### config.mk
export PLATFORM = sky130hd
export DESIGN_NAME = pc_gen
export DESIGN_NICKNAME = d
export VERILOG_FILES = /design/src/rtl/pc_gen.sv
export SDC_FILE = /design/constraint.sdc
export NUM_CORES = 1
export LEC_CHECK = 0
export BUFFER_PORTS_ARGS = -buffer_cell sky130_fd_sc_hd__buf_4
export CAP_MARGIN = 20
export CORE_ASPECT_RATIO = 0.5
export CORE_MARGIN = 2
export CORE_UTILIZATION = 51
export CTS_BUF_LIST = sky130_fd_sc_hd__clkbuf_2
export DETAILED_ROUTE_END_ITERATION = 10
export PLACE_DENSITY = 0.82
export SLEW_MARGIN = 20
export SYNTH_ARGS = -nofsm -noshare
export SYNTH_HDL_FRONTEND = slang
export SYNTH_SLANG_ARGS = --single-unit
### constraint.sdc
create_clock -name clk -period 2.48 [get_ports clk]
set_input_delay 0.124 -clock clk [delete_from_list [all_inputs] [get_ports clk]]
set_output_delay 0.124 -clock clk [all_outputs]
set_load 0.1 [all_outputs]
### src/rtl/pc_gen.sv
// pc_gen: instruction fetch address generator.
// Each edge picks the next fetch PC from one of these sources, highest first:
// flush, stall (hold), taken branch, pending branch target, sequential.
// A branch that arrives during a stall is held until the stall releases.
// Ports:
//   clk, rst                 clock, synchronous active-high reset
//   stall                    stall vector; only bit 0 (freeze fetch) is used
//   flush_i, new_pc_i        flush request and its target
//   branch_flag_i            taken-branch indication
//   branch_target_address_i  branch target
//   pc, ce                   registered fetch address and instruction-memory enable
//   pend_o                   registered: a branch target is waiting for the stall to end
//   misalign_o               registered pulse: the last loaded target had nonzero low bits
module pc_gen #(
  parameter int unsigned       ADDR_W     = 32,
  parameter int unsigned       STALL_W    = 6,
  parameter int unsigned       INST_BYTES = 4,
  parameter logic [ADDR_W-1:0] RESET_VEC  = '0
) (
  input  logic               clk,
  input  logic               rst,
  input  logic [STALL_W-1:0] stall,
  input  logic               flush_i,
  input  logic [ADDR_W-1:0]  new_pc_i,
  input  logic               branch_flag_i,
  input  logic [ADDR_W-1:0]  branch_target_address_i,
  output logic [ADDR_W-1:0]  pc,
  output logic               ce,
  output logic               pend_o,
  output logic               misalign_o
);

  // Byte-offset bits within one instruction, and the sequential step.
  localparam logic [ADDR_W-1:0] LOW_MASK = ADDR_W'(INST_BYTES - 1);
  localparam logic [ADDR_W-1:0] STEP     = ADDR_W'(INST_BYTES);

  logic [ADDR_W-1:0] pc_q, pc_d;
  logic              ce_q, ce_d;
  logic              pend_q, pend_d;
  logic [ADDR_W-1:0] tgt_q, tgt_d;
  logic              mis_q, mis_d;
  logic              load_c;
  logic [ADDR_W-1:0] load_addr_c;
  logic              unused_stall;

  // Only stall[0] matters; the reduction keeps the upper bits formally consumed.
  assign unused_stall = ^stall;

  // Next-state selection.
  always_comb begin
    pc_d        = pc_q;
    ce_d        = 1'b1;
    pend_d      = pend_q;
    tgt_d       = tgt_q;
    mis_d       = 1'b0;
    load_c      = 1'b0;
    load_addr_c = '0;

    if (!ce_q) begin
      pc_d   = RESET_VEC;
      pend_d = 1'b0;
      tgt_d  = '0;
    end else if (flush_i) begin
      load_c      = 1'b1;
      load_addr_c = new_pc_i;
      pend_d      = 1'b0;
      tgt_d       = '0;
    end else if (stall[0]) begin
      // Latest branch seen during the stall wins.
      if (branch_flag_i) begin
        pend_d = 1'b1;
        tgt_d  = branch_target_address_i;
      end
    end else if (branch_flag_i) begin
      load_c      = 1'b1;
      load_addr_c = branch_target_address_i;
      pend_d      = 1'b0;
      tgt_d       = '0;
    end else if (pend_q) begin
      load_c      = 1'b1;
      load_addr_c = tgt_q;
      pend_d      = 1'b0;
      tgt_d       = '0;
    end else begin
      pc_d = pc_q + STEP;
    end

    // Loaded targets are aligned; report any dropped offset bits.
    if (load_c) begin
      pc_d  = load_addr_c & ~LOW_MASK;
      mis_d = |(load_addr_c & LOW_MASK);
    end
  end

  // State registers.
  always_ff @(posedge clk) begin
    if (rst) begin
      pc_q   <= RESET_VEC;
      ce_q   <= 1'b0;
      pend_q <= 1'b0;
      tgt_q  <= '0;
      mis_q  <= 1'b0;
    end else begin
      pc_q   <= pc_d;
      ce_q   <= ce_d;
      pend_q <= pend_d;
      tgt_q  <= tgt_d;
      mis_q  <= mis_d;
    end
  end

  assign pc         = pc_q;
  assign ce         = ce_q;
  assign pend_o     = pend_q;
  assign misalign_o = mis_q;

endmodule

* After elaboration in Yosys (flattened, before gate mapping)
Cells that the tools add are included.
** Storage, ports and cells
- Register bits after elaboration :: 67
- Bits in latches :: 0
- Bits in writable memories :: 0
- ROM bits :: 0
- Output and inout bits :: 35
- Logic and storage cells :: 48
- Memories kept :: 0
** Cells by class
- $add $sub $neg :: 1
- $mul :: 0
- Divide/modulo/power cells :: 0
- Order comparisons :: 0
- Equality and inequality tests :: 5
- Shift operators :: 0
- Multiplexer cells :: 21
- Bitwise logic cells :: 6
- Reductions and logical operators :: 9
** Operators with widths (number)
- $mux 32 :: 15
- $add 32x3->32 const B :: 1
- $ne 3x2->1 const B :: 4
- $reduce_and 4->1 :: 2
- $mux 1 :: 6
- $not 1->1 :: 6
- $reduce_or 3->1 :: 2
- $reduce_or 2->1 :: 2
- $reduce_or 4->1 :: 1
- $ne 2x1->1 const B :: 1
- $reduce_and 2->1 :: 1
- $reduce_bool 2->1 :: 1

* Depth between registers and ports, before layout
Gate-level depths: netlist of run 1.
- Depth in word-level cells :: 7
- Mapped depth :: 8
- Depth with buffers taken out :: 6

* Least setup slack after synthesis of run 1
Ideal clock, no wire load.
- Path type :: flip-flop to flip-flop
- Start point :: reg pc_q[2], in the netlist pc[2]
- End point :: reg pc_q[16], in the netlist pc[16]
- Arrival :: 2.624 ns
- Required time :: 2.348 ns
- Setup slack :: -0.276 ns
- Cell stages (with the launch flop) :: 8
- Path buffers :: 1
- Period minus slack after synthesis :: 2.756 ns
- Cells stage by stage :: dfxtp_1 -> ha_1 -> nand3_1 -> nor4_1 -> buf_2 -> nand4_1 -> a32oi_1 -> a21oi_1
** Between the ends
- Word-level cells in the longest chain between the ends :: 7
** Ends and longest elaborated chain
- start: declaration :: RTL line 37 : logic [ADDR_W-1:0] pc_q, pc_d;
- start signal: assignment :: RTL line 104 : pc_q <= pc_d;
- $add 32x3->32 :: RTL line 85 : pc_d = pc_q + STEP;
- $mux 32 :: RTL line 79 : end else if (pend_q) begin
- $mux 32 :: RTL line 74 : end else if (branch_flag_i) begin
- $mux 32 :: RTL line 68 : end else if (stall[0]) begin
- $mux 32 :: RTL line 63 : end else if (flush_i) begin
- $mux 32 :: RTL line 59 : if (!ce_q) begin
- $mux 32 :: RTL line 89 : if (load_c) begin
No other way between the ends. The select of a mux whose other input is x is not followed.
A chain may end at the register's enable or synchronous reset.

* Worst setup path in the final report of run 1
- Start point :: reg pc_q[2], in the netlist pc[2]
- End point :: reg pc_q[18], in the netlist pc[18]
Same word-level chain as after synthesis.

==> results of run 1 <==
sequential cells by signal, summed over array words and instances (netlist names):
name,count
misalign_o,1
ce,1
pend_o,1
tgt_q,32
pc,30
how the worst min path moves through the flow:
stage / start / endpoint / slack [ns] / cells after the start
floorplan: branch_target_address_i[0] / tgt_q[0]$_SDFFE_PP0P_ / 0.27 / 2
global placement: branch_target_address_i[0] / tgt_q[0]$_SDFFE_PP0P_ / 0.37 / 3
detailed placement: branch_target_address_i[0] / tgt_q[0]$_SDFFE_PP0P_ / 0.38 / 3
CTS: new_pc_i[27] / pc[27]$_SDFFE_PP0P_ / 0.002 / 4
global route: new_pc_i[21] / pc[21]$_SDFFE_PP0P_ / 0.03 / 5
finish: new_pc_i[25] / pc[25]$_SDFFE_PP0P_ / 0.02 / 4
layout by cell type, fill, tap and decap left out, types with 2 or more instances in the layout:
cell	n
and2_1	3
nor4_1	3
dfxtp_2	14
o32a_1	2
nand3b_1	6
a2bb2oi_1	2
and4_1	3
a32oi_1	4
a21oi_1	28
clkbuf_2	12
nor2_1	55
o21ai_0	44
o211ai_1	3
nand3_1	16
inv_1	6
a221oi_1	3
and3b_1	2
mux2i_1	5
nor3_1	10
buf_4	117
nor2b_1	4
or3_1	7
and3_1	5
dfxtp_1	51
nand4_1	13
clkinv_2	2
conb_1	2
dlygate4sd3_1	40
a211oi_1	4
o221ai_1	2
a31oi_1	12
nand2_1	54
a22oi_1	57
a21o_1	2
cells by family after synthesis:
kind of cell    synth area share, %
compound gates                 31.4
xor+xnor                      0.242
fa+ha+maj                     0.345
buf+inv                        5.80
flops                          35.9
mux                            1.38
other cells                   0.104
simple gates                   24.8
per-stage QoR:
| step | worst slack [ns] | cell area, um2 | hold slack [ns] |
|---|---|---|---|
| global placement | 0.552 | 4450 | 0.372 |
| detailed placement | 0.512 | 4450 | 0.378 |
| CTS | 0.481 | 4960 | 0.00223 |
| finish | 0.425 | 4960 | 0.0219 |
| global route | 0.266 | 4960 | 0.0310 |
| floorplan | 0.00774 | 3640 | 0.272 |
tightest hold or removal path: cells and delay by family:
| family | cells | cell delay [ns] |
|---|---|---|
| compound gates | 2 | 0.26 |
| buf+inv | 1 | 0.08 |
| simple gates | 1 | 0.08 |
routing by layer:
metal | wire [um] | vias up | track usage (%) | part of all wire, %
li1 | - | 2044 | - | -
met1 | 5250 | 2023 | 46.0 | 43
met2 | 5360 | 241 | 45.9 | 44
met3 | 1400 | 21 | 9.24 | 12
met4 | 159 | 0 | 8.38 | 1.3
met5 | 0 | - | 0 | 0
final cells by class:
type | instances | share of cell area (%)
clock buffer | 12 | 1.21
multi-input combinational | 370 | 42.7
clock inverter | 4 | 0.883
inverter | 6 | 0.454
timing repair buffer | 157 | 25.8
tap | 92 | 2.32
sequential | 65 | 26.6
report_power, final:
part           total [mW]  switching, mW  internal, mW
clock network       0.625          0.385         0.239
registers            1.11         0.0337          1.07
logic               0.598          0.379         0.220
total                2.33          0.797          1.53
==> reports/qor.csv, run 1 <==
metric,value,unit
synth_top_area_cell,dfxtp_1,
ys.flop_type,dfxtp_1,
cp_slowest_cell,dfxtp_2,
routabilityCongestion,0.908,
vias,4329,
cts_resized,0,
clkTransAtPathRegs,0.19,ns
fill_cells,545,
min_path_type,in -> reg,
fin_util,73.1,%
crit_family,simple AND/OR/NAND/NOR gates,
antenna_found_initial,0,
cts_setup_buffers,0,
cts-root-buf,clkbuf_2,
fin_cells,706,
synth_edf_count,0,
ant_nets,0,
num-nets-final,684,
critPathLaunchType,flop,
fin_crit_sh,82.9,%
die_x,123,um
tritoncts,built,
slew-limit-headroom,61.2,%
drv_cap,0,
r2r-start,pc[2]$_SDFFE_PP0P_,
status,"complete, no violations",
synth_warnings,0,
diodes,0,
cts_sinks,65,
clk_path_buf_depth,2,
drt_first_iter_violations,683,
r2r_slack,0.42,ns
critical_path.cell_chain,"ha_1, nand3_1, nor4_1, buf_4, nand2_1, or3_1, a31oi_1",
die_h,63.6,um
dieArea,7830,um2
yosysSeqAreaShare,35.9,%
crit_end,pc[18]$_SDFFE_PP0P_,
cellPowerDensity,470,nW/um2
grtUsageTotal,31.8,%
crit_start,pc[2]$_SDFFE_PP0P_,
worstReg2RegEnd,pc[18]$_SDFFE_PP0P_,
syn_area,3620,um2
synth.distinct_cells,52,
reg2reg_depth,7,
cp_max_fo,13,
wl_per_cell,17.2,um
setup_viol_count_final,0,
viasPerCell,6.13,
synth_commonest_cells,"65 x dfxtp_1, 57 x a22oi_1, 55 x nor2_1",
drive_gt1_share,24.4,%
ys_ff_latch,65,
crit_arrival,2.52,ns
finalCriticalPeriod,2.06,ns
regArea,1320,um2
numCtsBuffers,9,
crit_type,reg -> reg,
grt_pass1_wl,18900,um
dp.cells,650,
synth_area_leaders,"dfxtp_1 36%, a22oi_1 12%, o21ai_0 6.1%",
portBuffers,101,
dr.pass1.iters,5,
grt_overflow,0,
pin_count,109,
final_hold_viol_count,0,
hpwl,8120,um
drv_slew,0,
cp_slowest_stage_delay,0.42,ns
skew,0.0256,ns
power_leakage,1.97,nW
multi_input_area,2120,um2
critPathCaptureType,flop,
placementRows,21,
wl,12200,um
crit_buf_inv,1,
synth.most_common_cell,dfxtp_1,
clock_latency,0.54,ns
max_freq,0.487,GHz
peakVddDrop,0.263,mV
worst_slew_pin_slew,0.583,ns
start_util,53.4,%
power,2.33,mW
fin_tns_setup,0,ns
yosysTopAreaCellShare,35.9,%
cp.required,2.94,ns
synthArstFlopShare,0,%
syn_area_per_cell,7.48,um2
hold_buffers,40,
rsz0062_at_grt,no,
fp.coreArea,6780,um2
htreeDepth,3,
grt_max_degree,60,
areaGrowthSynthToFinish,36.9,%
drc,0,
synthCells,484,
grt_pass1_vias,3744,
worstSetupPathDepth,7,
(Power assumes the default switching activity.)
==> run 2: changes to the inputs <==
clock period = 2.07 ns   (was 2.48 ns; I/O delays follow)
==> run 2 against run 1 <==
Effect of this change:
- clock-buffer cell count is 2 lower
- sequential share of layout area grew 0.26 points
- flip-flop and latch count unchanged
- worst setup slack got worse by 0.30 ns
- clock power is 5.8% lower
- register-to-register slack got worse by 0.30 ns
- sequential power grew 19%
- global-route usage down 0.22 points
- clock skew is 0.00078 ns higher
- non-clock buffer count rose by 9
- largest power group unchanged
==> reports/qor.csv, run 2 (same netlist as run 1, synthesis figures left out) <==
metric,value,unit,change
status,"complete, no violations",,
largest_reg_flops,32,,unchanged
critPathLaunchType,flop,,
r2r-start,pc[2]$_SDFFE_PP0P_,,
routabilityCongestion,0.908,,about the same
diodes,0,,unchanged
dr.pass1.iters,7,,+2
power_leakage,2.01,nW,+2.2%
areaGrowthSynthToFinish,39.8,%,
crit_type,reg -> reg,,
clock_latency,0.51,ns,-0.03 ns
slew-limit-headroom,60.5,%,-0.66 points
min_path_type,in -> reg,,
critPathCaptureType,flop,,
cp_slowest_stage_delay,0.41,ns,about the same
layout_commonest_cell,buf_4,,
rsz0062_at_grt,no,,
regMostFlops,tgt_q,,
crit_start,pc[2]$_SDFFE_PP0P_,,
antenna_found_initial,0,,unchanged
wl,12400,um,+1.9%
placementRows,21,,unchanged
grt_overflow,0,,unchanged
fin_util,74.7,%,+1.6 points
numCtsBuffers,9,,unchanged
tritoncts,built,,
grt_pass1_vias,3713,,-0.83%
worstReg2RegEnd,pc[18]$_SDFFE_PP0P_,,
cp.required,2.51,ns,-0.43 ns
die_x,123,um,unchanged
crit_arrival,2.39,ns,-0.13 ns
fin_crit_sh,93.8,%,+11 points
dieArea,7830,um2,unchanged
final_hold_viol_count,0,,unchanged
cellPowerDensity,521,nW/um2,+11%
worst_hold_slack,0.0457,ns,+0.0239 ns
cts_sinks,65,,unchanged
finalCriticalPeriod,1.94,ns,-0.113 ns
die_h,63.6,um,unchanged
ant_nets,0,,unchanged
drive_gt1_share,27.8,%,+3.3 points
hpwl,8350,um,+2.8%
pin_count,109,,unchanged
skew,0.0263,ns,+0.000783 ns
peakVddDrop,0.332,mV,+26%
fp.coreArea,6780,um2,unchanged
clk_path_buf_depth,2,,unchanged
r2r_slack,0.13,ns,-0.30 ns
cts-root-buf,clkbuf_2,,
cp_max_fo,13,,unchanged
viasPerCell,6.03,,-1.6%
crit_end,pc[18]$_SDFFE_PP0P_,,
start_util,53.4,%,unchanged
grt_pass1_wl,19100,um,+1.1%
wl_per_cell,17.4,um,+0.61%
grt_max_degree,35,,-42%
reg2reg_depth,7,,unchanged
vias,4312,,-0.39%
cp_slowest_cell,dfxtp_4,,
critical_path.cell_chain,"ha_1, nand3_1, nor4_2, buf_4, nand2_1, or3_1, a31oi_1",,
htreeDepth,3,,unchanged
worst_slew_pin_slew,0.592,ns,+0.00985 ns
grtUsageTotal,31.6,%,-0.22 points
drc,0,,unchanged
drv_slew,0,,unchanged
final_cell_mix,"125 x buf_4, 57 x a22oi_1, 55 x nor2_1",,
max_freq,0.515,GHz,+5.8%
portBuffers,101,,unchanged
drt_first_iter_violations,628,,-8.1%
clkTransAtPathRegs,0.18,ns,about the same
num-nets-final,693,,+1.3%
drv_cap,0,,unchanged
setup_viol_count_final,0,,unchanged
[run 2: worst max-delay path, delay by kind of cell, from the launching register on]
kind / cells / cell delay [ns]
AOI/OAI and AO/OA: 1 / 0.16
buffers and inverters: 1 / 0.23
adders and majority gates: 1 / 0.22
DFF: 1 / 0.41
and+or+nand+nor: 4 / 0.85
[run 2: routing by layer]
metal  GRT usage (%)  vias to the layer above  wire, um  part of all wire (%)
li1                -                     2069         -                     -
met1            45.9                     1970      5460                    44
met2            46.8                      254      5540                    45
met3            8.42                       19      1300                    10
met4            6.11                        0       106                  0.85
met5               0                        -         0                     0
[run 2: cell type report]
cell class | instances | area (um2)
clock buffer | 10 | 50.0
clock inverter | 6 | 25.0
fill | 526 | 1720
inverter | 6 | 22.5
multi-input combinational | 370 | 2130
sequential | 65 | 1360
tap | 92 | 115
timing repair buffer | 166 | 1360
[run 2: worst min-delay path by stage]
stage                                        to                       start  cells past startpoint
after floorplan           tgt_q[0]$_SDFFE_PP0P_  branch_target_address_i[0]                      2
after global placement    tgt_q[0]$_SDFFE_PP0P_  branch_target_address_i[0]                      3
after detailed placement  tgt_q[7]$_SDFFE_PP0P_  branch_target_address_i[7]                      3
after CTS                    pc[6]$_SDFFE_PP0P_                         rst                      3
after global routing        pc[27]$_SDFFE_PP0P_                new_pc_i[27]                      4
final                        pc[6]$_SDFFE_PP0P_                         rst                      3
[run 2: where the power goes]
group | internal (mW) | switching [mW] | leakage [nW]
registers | 1.28 | 0.0401 | 0.543
clock network | 0.144 | 0.445 | 0.0556
logic | 0.270 | 0.457 | 1.41
[run 2: timing repair]
item	in CTS	in global routing
resized for setup	0	0
hold buffers	40	0
endpoints found under the setup margin	0	1
hold endpoints to repair	38	0
setup buffers	0	4
[run 2: metrics by stage]
stage | total power [mW] | instances | setup WS, ns | area (um2) | TNS, ns
floorplan | 1.76 | 485 | -0.00420 | 3700 | -0.00420
global placement | 1.99 | 655 | 0.255 | 4560 | 0
detailed placement | 2.00 | 655 | 0.207 | 4560 | 0
CTS | 2.63 | 711 | 0.0661 | 5030 | 0
global route | 2.75 | 715 | 0.00693 | 5060 | 0
finish | 2.64 | 715 | 0.128 | 5060 | 0
